## src/rtl/uart_cmd_rx.sv

```systemverilog
// 8N1 UART receiver that turns host keystrokes into one-cycle command pulses; UART_CMD_PARITY_EN selects 8E1.
// Latency ~2+HALF_BIT+9*CLKS_PER_BIT+1 cycles from start edge to rx_byte_valid; no backpressure, pulses are not held.
module uart_cmd_rx #(
  parameter int CLKS_PER_BIT = 234
) (
  input  logic       clk,
  input  logic       rst,
  input  logic       uart_rx,
  output logic [7:0] rx_byte,
  output logic       rx_byte_valid,
  output logic       cmd_valid,
  output logic [2:0] cmd_code,
  output logic       frame_err,
  output logic       parity_err,
  output logic       busy
);

  localparam int HALF_BIT = CLKS_PER_BIT / 2;
  localparam logic [15:0] CPB = 16'(CLKS_PER_BIT);
  localparam logic [15:0] HB  = 16'(HALF_BIT);

  typedef enum logic [2:0] {IDLE, START, DATA, PARITY, STOP, BREAK} state_t;

  state_t      state, state_nxt;
  logic [15:0] cnt, cnt_nxt;
  logic [2:0]  bit_idx, bit_nxt;
  logic [7:0]  shreg, shreg_nxt;
  logic        sync1, rxs;
  logic        commit, ferr;
  logic [2:0]  dec;

`ifdef UART_CMD_PARITY_EN
  logic par_bad, par_bad_nxt, perr;
`else
  logic par_bad;
  assign par_bad = 1'b0;
`endif

  always_ff @(posedge clk) begin
    if (rst) begin
      sync1 <= 1'b1;
      rxs   <= 1'b1;
    end else begin
      sync1 <= uart_rx;
      rxs   <= sync1;
    end
  end

  always_ff @(posedge clk) begin
    if (rst) begin
      state   <= IDLE;
      cnt     <= '0;
      bit_idx <= '0;
      shreg   <= '0;
    end else begin
      state   <= state_nxt;
      cnt     <= cnt_nxt;
      bit_idx <= bit_nxt;
      shreg   <= shreg_nxt;
    end
  end

  always_comb begin
    state_nxt = state;
    cnt_nxt   = cnt;
    bit_nxt   = bit_idx;
    shreg_nxt = shreg;
    commit    = 1'b0;
    ferr      = 1'b0;
`ifdef UART_CMD_PARITY_EN
    par_bad_nxt = par_bad;
    perr        = 1'b0;
`endif
    case (state)
      IDLE: begin
        if (!rxs) begin
          state_nxt = START;
          cnt_nxt   = 16'd1;
        end
      end
      START: begin
        if (cnt == HB) begin
          if (rxs) begin
            state_nxt = IDLE;
          end else begin
            state_nxt = DATA;
            cnt_nxt   = 16'd1;
            bit_nxt   = 3'd0;
          end
        end else begin
          cnt_nxt = cnt + 16'd1;
        end
      end
      DATA: begin
        if (cnt == CPB) begin
          shreg_nxt = {rxs, shreg[7:1]};
          cnt_nxt   = 16'd1;
          bit_nxt   = bit_idx + 3'd1;
          if (bit_idx == 3'd7) begin
`ifdef UART_CMD_PARITY_EN
            state_nxt = PARITY;
`else
            state_nxt = STOP;
`endif
          end
        end else begin
          cnt_nxt = cnt + 16'd1;
        end
      end
`ifdef UART_CMD_PARITY_EN
      PARITY: begin
        if (cnt == CPB) begin
          par_bad_nxt = rxs ^ (^shreg);
          cnt_nxt     = 16'd1;
          state_nxt   = STOP;
        end else begin
          cnt_nxt = cnt + 16'd1;
        end
      end
`endif
      STOP: begin
        if (cnt == CPB) begin
          if (!rxs) begin
            // A low stop bit may be a held break; wait for the line to recover.
            ferr      = 1'b1;
            state_nxt = BREAK;
`ifdef UART_CMD_PARITY_EN
            perr      = par_bad;
`endif
          end else if (par_bad) begin
            state_nxt = IDLE;
`ifdef UART_CMD_PARITY_EN
            perr      = 1'b1;
`endif
          end else begin
            commit    = 1'b1;
            state_nxt = IDLE;
          end
        end else begin
          cnt_nxt = cnt + 16'd1;
        end
      end
      BREAK: begin
        if (rxs) state_nxt = IDLE;
      end
      default: state_nxt = IDLE;
    endcase
  end

  always_comb begin
    case (shreg)
      "F", "f": dec = 3'd1;
      "P", "p": dec = 3'd2;
      "C", "c": dec = 3'd3;
      "S", "s": dec = 3'd4;
      "T", "t": dec = 3'd5;
      "?":      dec = 3'd6;
      default:  dec = 3'd0;
    endcase
  end

  always_ff @(posedge clk) begin
    if (rst) begin
      rx_byte       <= '0;
      rx_byte_valid <= 1'b0;
      cmd_valid     <= 1'b0;
      cmd_code      <= '0;
      frame_err     <= 1'b0;
    end else begin
      rx_byte_valid <= commit;
      cmd_valid     <= commit && (dec != 3'd0);
      cmd_code      <= commit ? dec : 3'd0;
      frame_err     <= ferr;
      if (commit) rx_byte <= shreg;
    end
  end

`ifdef UART_CMD_PARITY_EN
  always_ff @(posedge clk) begin
    if (rst) begin
      par_bad    <= 1'b0;
      parity_err <= 1'b0;
    end else begin
      par_bad    <= par_bad_nxt;
      parity_err <= perr;
    end
  end
`else
  assign parity_err = 1'b0;
`endif

  assign busy = (state != IDLE);

endmodule

```

## config.mk

```make
export PLATFORM = sky130hd
export DESIGN_NAME = uart_cmd_rx
export DESIGN_NICKNAME = d
export VERILOG_FILES = /design/src/rtl/uart_cmd_rx.sv
export SDC_FILE = /design/constraint.sdc
export NUM_CORES = 1
export LEC_CHECK = 0
export ABC_AREA = 0
export ABC_CLOCK_PERIOD_IN_PS = 2000
export CORE_ASPECT_RATIO = 0.7
export CORE_MARGIN = 2
export CORE_UTILIZATION = 52
export DETAILED_ROUTE_END_ITERATION = 6
export PLACE_DENSITY_LB_ADDON = 0.05
export SETUP_SLACK_MARGIN = 0.3
export SLEW_MARGIN = 25
export SYNTH_ARGS = -nofsm -noshare
export SYNTH_HDL_FRONTEND = slang
export SYNTH_SLANG_ARGS = --single-unit
```

## constraint.sdc

```tcl
create_clock -name clk -period 2 [get_ports clk]
set_input_delay 0.4 -clock clk [delete_from_list [all_inputs] [get_ports clk]]
set_output_delay 0.4 -clock clk [all_outputs]
set_load 0.01 [all_outputs]
```

==> impl_metrics.csv <==
group,metric,value,unit
outcome,status,"finished clean",
route,routed_wirelength,6.086,mm
layout,final_core_util,72.04,%
route,drc,0,
sta,clock_skew,0.006444,ns
placed_design,dp_hpwl,3.626,mm
route,wl_per_cell,16.06,µm
setup_path,crit_top_cell,"buf_6",
global_routing,gr-total-overflow,0,
clock_network,root_buffer,"clkbuf_8",
setup_path,cp-endpoint,"cnt[6]$_SDFFE_PP0P_",
sta,setup_viol,0,
synth,ys.flop_type,"dfxtp_1",
sta,period_minus_slack,1.940,ns
power_and_ir_drop,p_seq_share,43.9,%
synth,synthesis.nets,288,
setup_path,path_class,"reg2reg",
floorplan,start_util,54.25,%
power_and_ir_drop,p_comb_share,23.2,%
route,vias,2227,
setup_path,r2r_end,"cnt[6]$_SDFFE_PP0P_",
global_routing,grt_pass1_wl,9.218,mm
setup_path,worstSetupStartpointType,"register",
sta,slew_headroom,63.88,%
clock_network,path_clk_slew,0.10,ns
floorplan,io_pins,19,
power_and_ir_drop,irDropWorstVdd,0.0004868,V
synth,synth_edf_count,0,
global_routing,grt_use_total,23.00,%
layout,drive_above_1_share,30.86,%
sta,whs,0.4197,ns
clock_network,cts_max_level,2,
setup_path,startpoint,"cnt[1]$_SDFFE_PP0P_",
clock_network,cts_tree,"done",
setup_path,max_stage_delay,0.37,ns
sta,grt_setup_unrepaired,"yes",
route,dr.pass1.iters,5,
power_and_ir_drop,power_density,705.2,mW/mm²
clock_network,clock-sinks,46,
floorplan,die_area,0.005107,mm²
sta,fin_crit_sh,97.01,%
setup_path,path_depth,10,
synth,netlist_instances,280,
synth,async_reset_ff_share,0,%
sta,fmax,515.4,MHz
setup_path,critical-path-top-delay-family,"simple AND/OR/NAND/NOR gates",
route,final_antenna_net_count,0,
clock_network,numCtsBuffers,5,
sta,worstMarginPinSlew,0.5348,ns
synth,avgSynthCellArea,8.437,µm²
power_and_ir_drop,pwr-share-clk,32.9,%
global_routing,antenna_found_initial,0,
layout,area_growth,32.79,%
layout,finalNonFillerCells,379,
floorplan,fp.dieW,84.56,µm
placed_design,place_area,0.002674,mm²
global_routing,grt_start_max_net_pins,19,
setup_path,cp.arrival,2.19,ns
setup_path,rrSetupSlack,0.06,ns
sta,drv_slew,0,
synth,yosys.cell_types.count,56,
clock_network,clk_latency,0.31,ns
route,drt-initial-drc-count,183,
setup_path,reg2regPathDepth,10,
power_and_ir_drop,p_int,1553,µW
placed_design,port_buffers,17,
synth,syn_area,0.002362,mm²
global_routing,grt_pass1_vias,1797,
sta,finalHoldViolations,0,
clock_network,clock_path_buffers,2,
setup_path,slowest_stage,"dfxtp_4",
setup_path,end_kind,"register",
power_and_ir_drop,p_leak,0.001170,µW
synth,synth-seq-cells,46,
floorplan,design.core.area,0.004354,mm²
layout,design_area,0.003137,mm²
layout,nets,331,
synth,seq_area_frac_synth,38.98,%
route,viasPerCell,5.876,
setup_path,path_buf_inv,3,
setup_path,crit_chain,"buf_6 -> ha_4 -> and4b_1 -> nand4_4 -> buf_6 -> buf_6 -> nand2_8 -> a21o_4 -> or3_1 -> nand3_1",
synth,ys_warn_count,0,
placed_design,globalplace.congestion,0.8272,
clock_network,hold_buffers,0,
setup_path,worst-path-max-fanout,6,
setup_path,critical_path_required,2.25,ns
floorplan,num_rows,20,
layout,antenna_cells,0,
power_and_ir_drop,swShare,29.78,%
hold_path,hold_path_class,"reg2reg",
floorplan,die_h,60.39,µm
power_and_ir_drop,p_sw,658.7,µW
job,cap_viol_max_count,0,
placed_design,dpl.cell_count,353,
setup_path,r2r-start,"cnt[1]$_SDFFE_PP0P_",
[sequential cells by signal (all words and copies together), names as in the netlist]
| name | count |
|---|---|
| rx_byte_valid | 1 |
| state | 3 |
| cmd_code | 3 |
| rxs | 1 |
| frame_err | 1 |
| rx_byte | 8 |
| sync1 | 1 |
| bit_idx | 3 |
| shreg | 8 |
| cnt | 16 |
| cmd_valid | 1 |
[layout make-up]
class,count,area [µm²]
Multi-Input combinational cell,214,1529
Clock buffer,5,68.82
Timing Repair Buffer,50,455.4
Inverter,6,27.53
Fill cell,318,1217
Clock inverter,3,43.79
Sequential cell,46,943.4
Tap cell,55,68.82
[metrics by stage]
| stage | total power (µW) | setup TNS (ns) | setup WS [ns] |
|---|---|---|---|
| after floorplan | 1226 | 0 | 0.2293 |
| final | 2212 | 0 | 0.05983 |
| after detailed placement | 1322 | -0.01415 | -0.01415 |
| after global routing | 2272 | -0.08398 | -0.02563 |
| after CTS | 2141 | 0 | 0.1369 |
| after global placement | 1321 | 0 | 0.03291 |
[what timing repair did]
item	4_1_cts	5_1_grt
pin swaps	12	16
setup buffers	10	5
gates resized for setup	29	28
endpoints found under the setup margin	42	44
cloned	2	1
[worst min-delay path by stage]
stage	from	end	cells past startpoint
2_1_floorplan	sync1$_SDFF_PP1_	rxs$_SDFF_PP1_	1
3_3_place_gp	sync1$_SDFF_PP1_	rxs$_SDFF_PP1_	1
3_5_place_dp	sync1$_SDFF_PP1_	rxs$_SDFF_PP1_	1
4_1_cts	sync1$_SDFF_PP1_	rxs$_SDFF_PP1_	1
5_1_grt	sync1$_SDFF_PP1_	rxs$_SDFF_PP1_	1
6_report	sync1$_SDFF_PP1_	rxs$_SDFF_PP1_	1
[routing by layer]
| metal | track usage (%) | part of all wire [%] | up-vias |
|---|---|---|---|
| li1 | - | - | 1102 |
| met1 | 34.76 | 51 | 1031 |
| met2 | 33.30 | 41 | 82 |
| met3 | 4.218 | 6.5 | 12 |
| met4 | 7.483 | 1.4 | 0 |
| met5 | 0 | 0 | - |
[Yosys cell counts, types with 2 or more instances]
library cell,n,area share (%)
buf_2,3,0.64
a31oi_1,8,2.1
a21oi_1,29,6.1
clkbuf_1,9,1.4
o21ai_0,6,1.3
nor4_1,2,0.53
or3_1,4,1.1
or2_2,4,1.1
and2_1,2,0.53
a22o_1,2,0.74
dfxtp_1,46,39
buf_6,2,0.95
nor4_4,2,1.8
buf_4,2,0.64
inv_1,5,0.79
nor3_1,6,1.3
nand2_1,34,5.4
nor2_1,24,3.8
and4_1,3,1.1
nor2b_1,4,1.1
nand3_1,13,2.8
nand4_1,4,1.1
and3_1,3,0.79
or4_1,2,0.64
mux2i_1,11,4.7
a21oi_2,6,2.2
nand3_2,2,0.85
o21ai_1,4,0.85
nand2b_1,5,1.3
nand4b_1,2,0.74
ha_1,5,2.6
a21o_1,2,0.64
[kinds of logic (layout without fill, tap and decap cells)]
logic type	Yosys count	count (layout)	synth area share (%)
and+or+nand+nor	127	128	30.40
AOI/OAI and AO/OA	67	68	18.17
DFF	46	46	38.98
buffers and inverters	22	64	4.607
muxes	11	11	4.661
adders and majority gates	5	5	2.648
other	1	1	0.1587
xor gates and xnor gates	1	1	0.3708
[cells in the final DEF, fill, tap and decap left out, types with 5 or more instances in the layout]
cell type	synthesis	layout
a21oi_1	29	23
a21oi_2	6	10
a31oi_1	8	8
buf_4	2	22
buf_6	2	9
clkbuf_8	0	5
clkdlybuf4s50_1	0	16
dfxtp_1	46	36
dfxtp_2	0	6
mux2i_1	11	10
nand2_1	34	33
nand2b_1	5	5
nand3_1	13	12
nor2_1	24	21
nor3_1	6	6
o21ai_0	6	5
[power by group through the flow]
stage / Clock (µW) / Combinational (µW) / Sequential [µW]
3_3_place_gp: 0 / 335 / 986
5_1_grt: 753 / 545 / 974
3_5_place_dp: 0 / 335 / 987
2_1_floorplan: 0 / 249 / 978
6_report: 728 / 512 / 971
4_1_cts: 728 / 449 / 965
No activity file was read; power rests on OpenSTA's default activity.
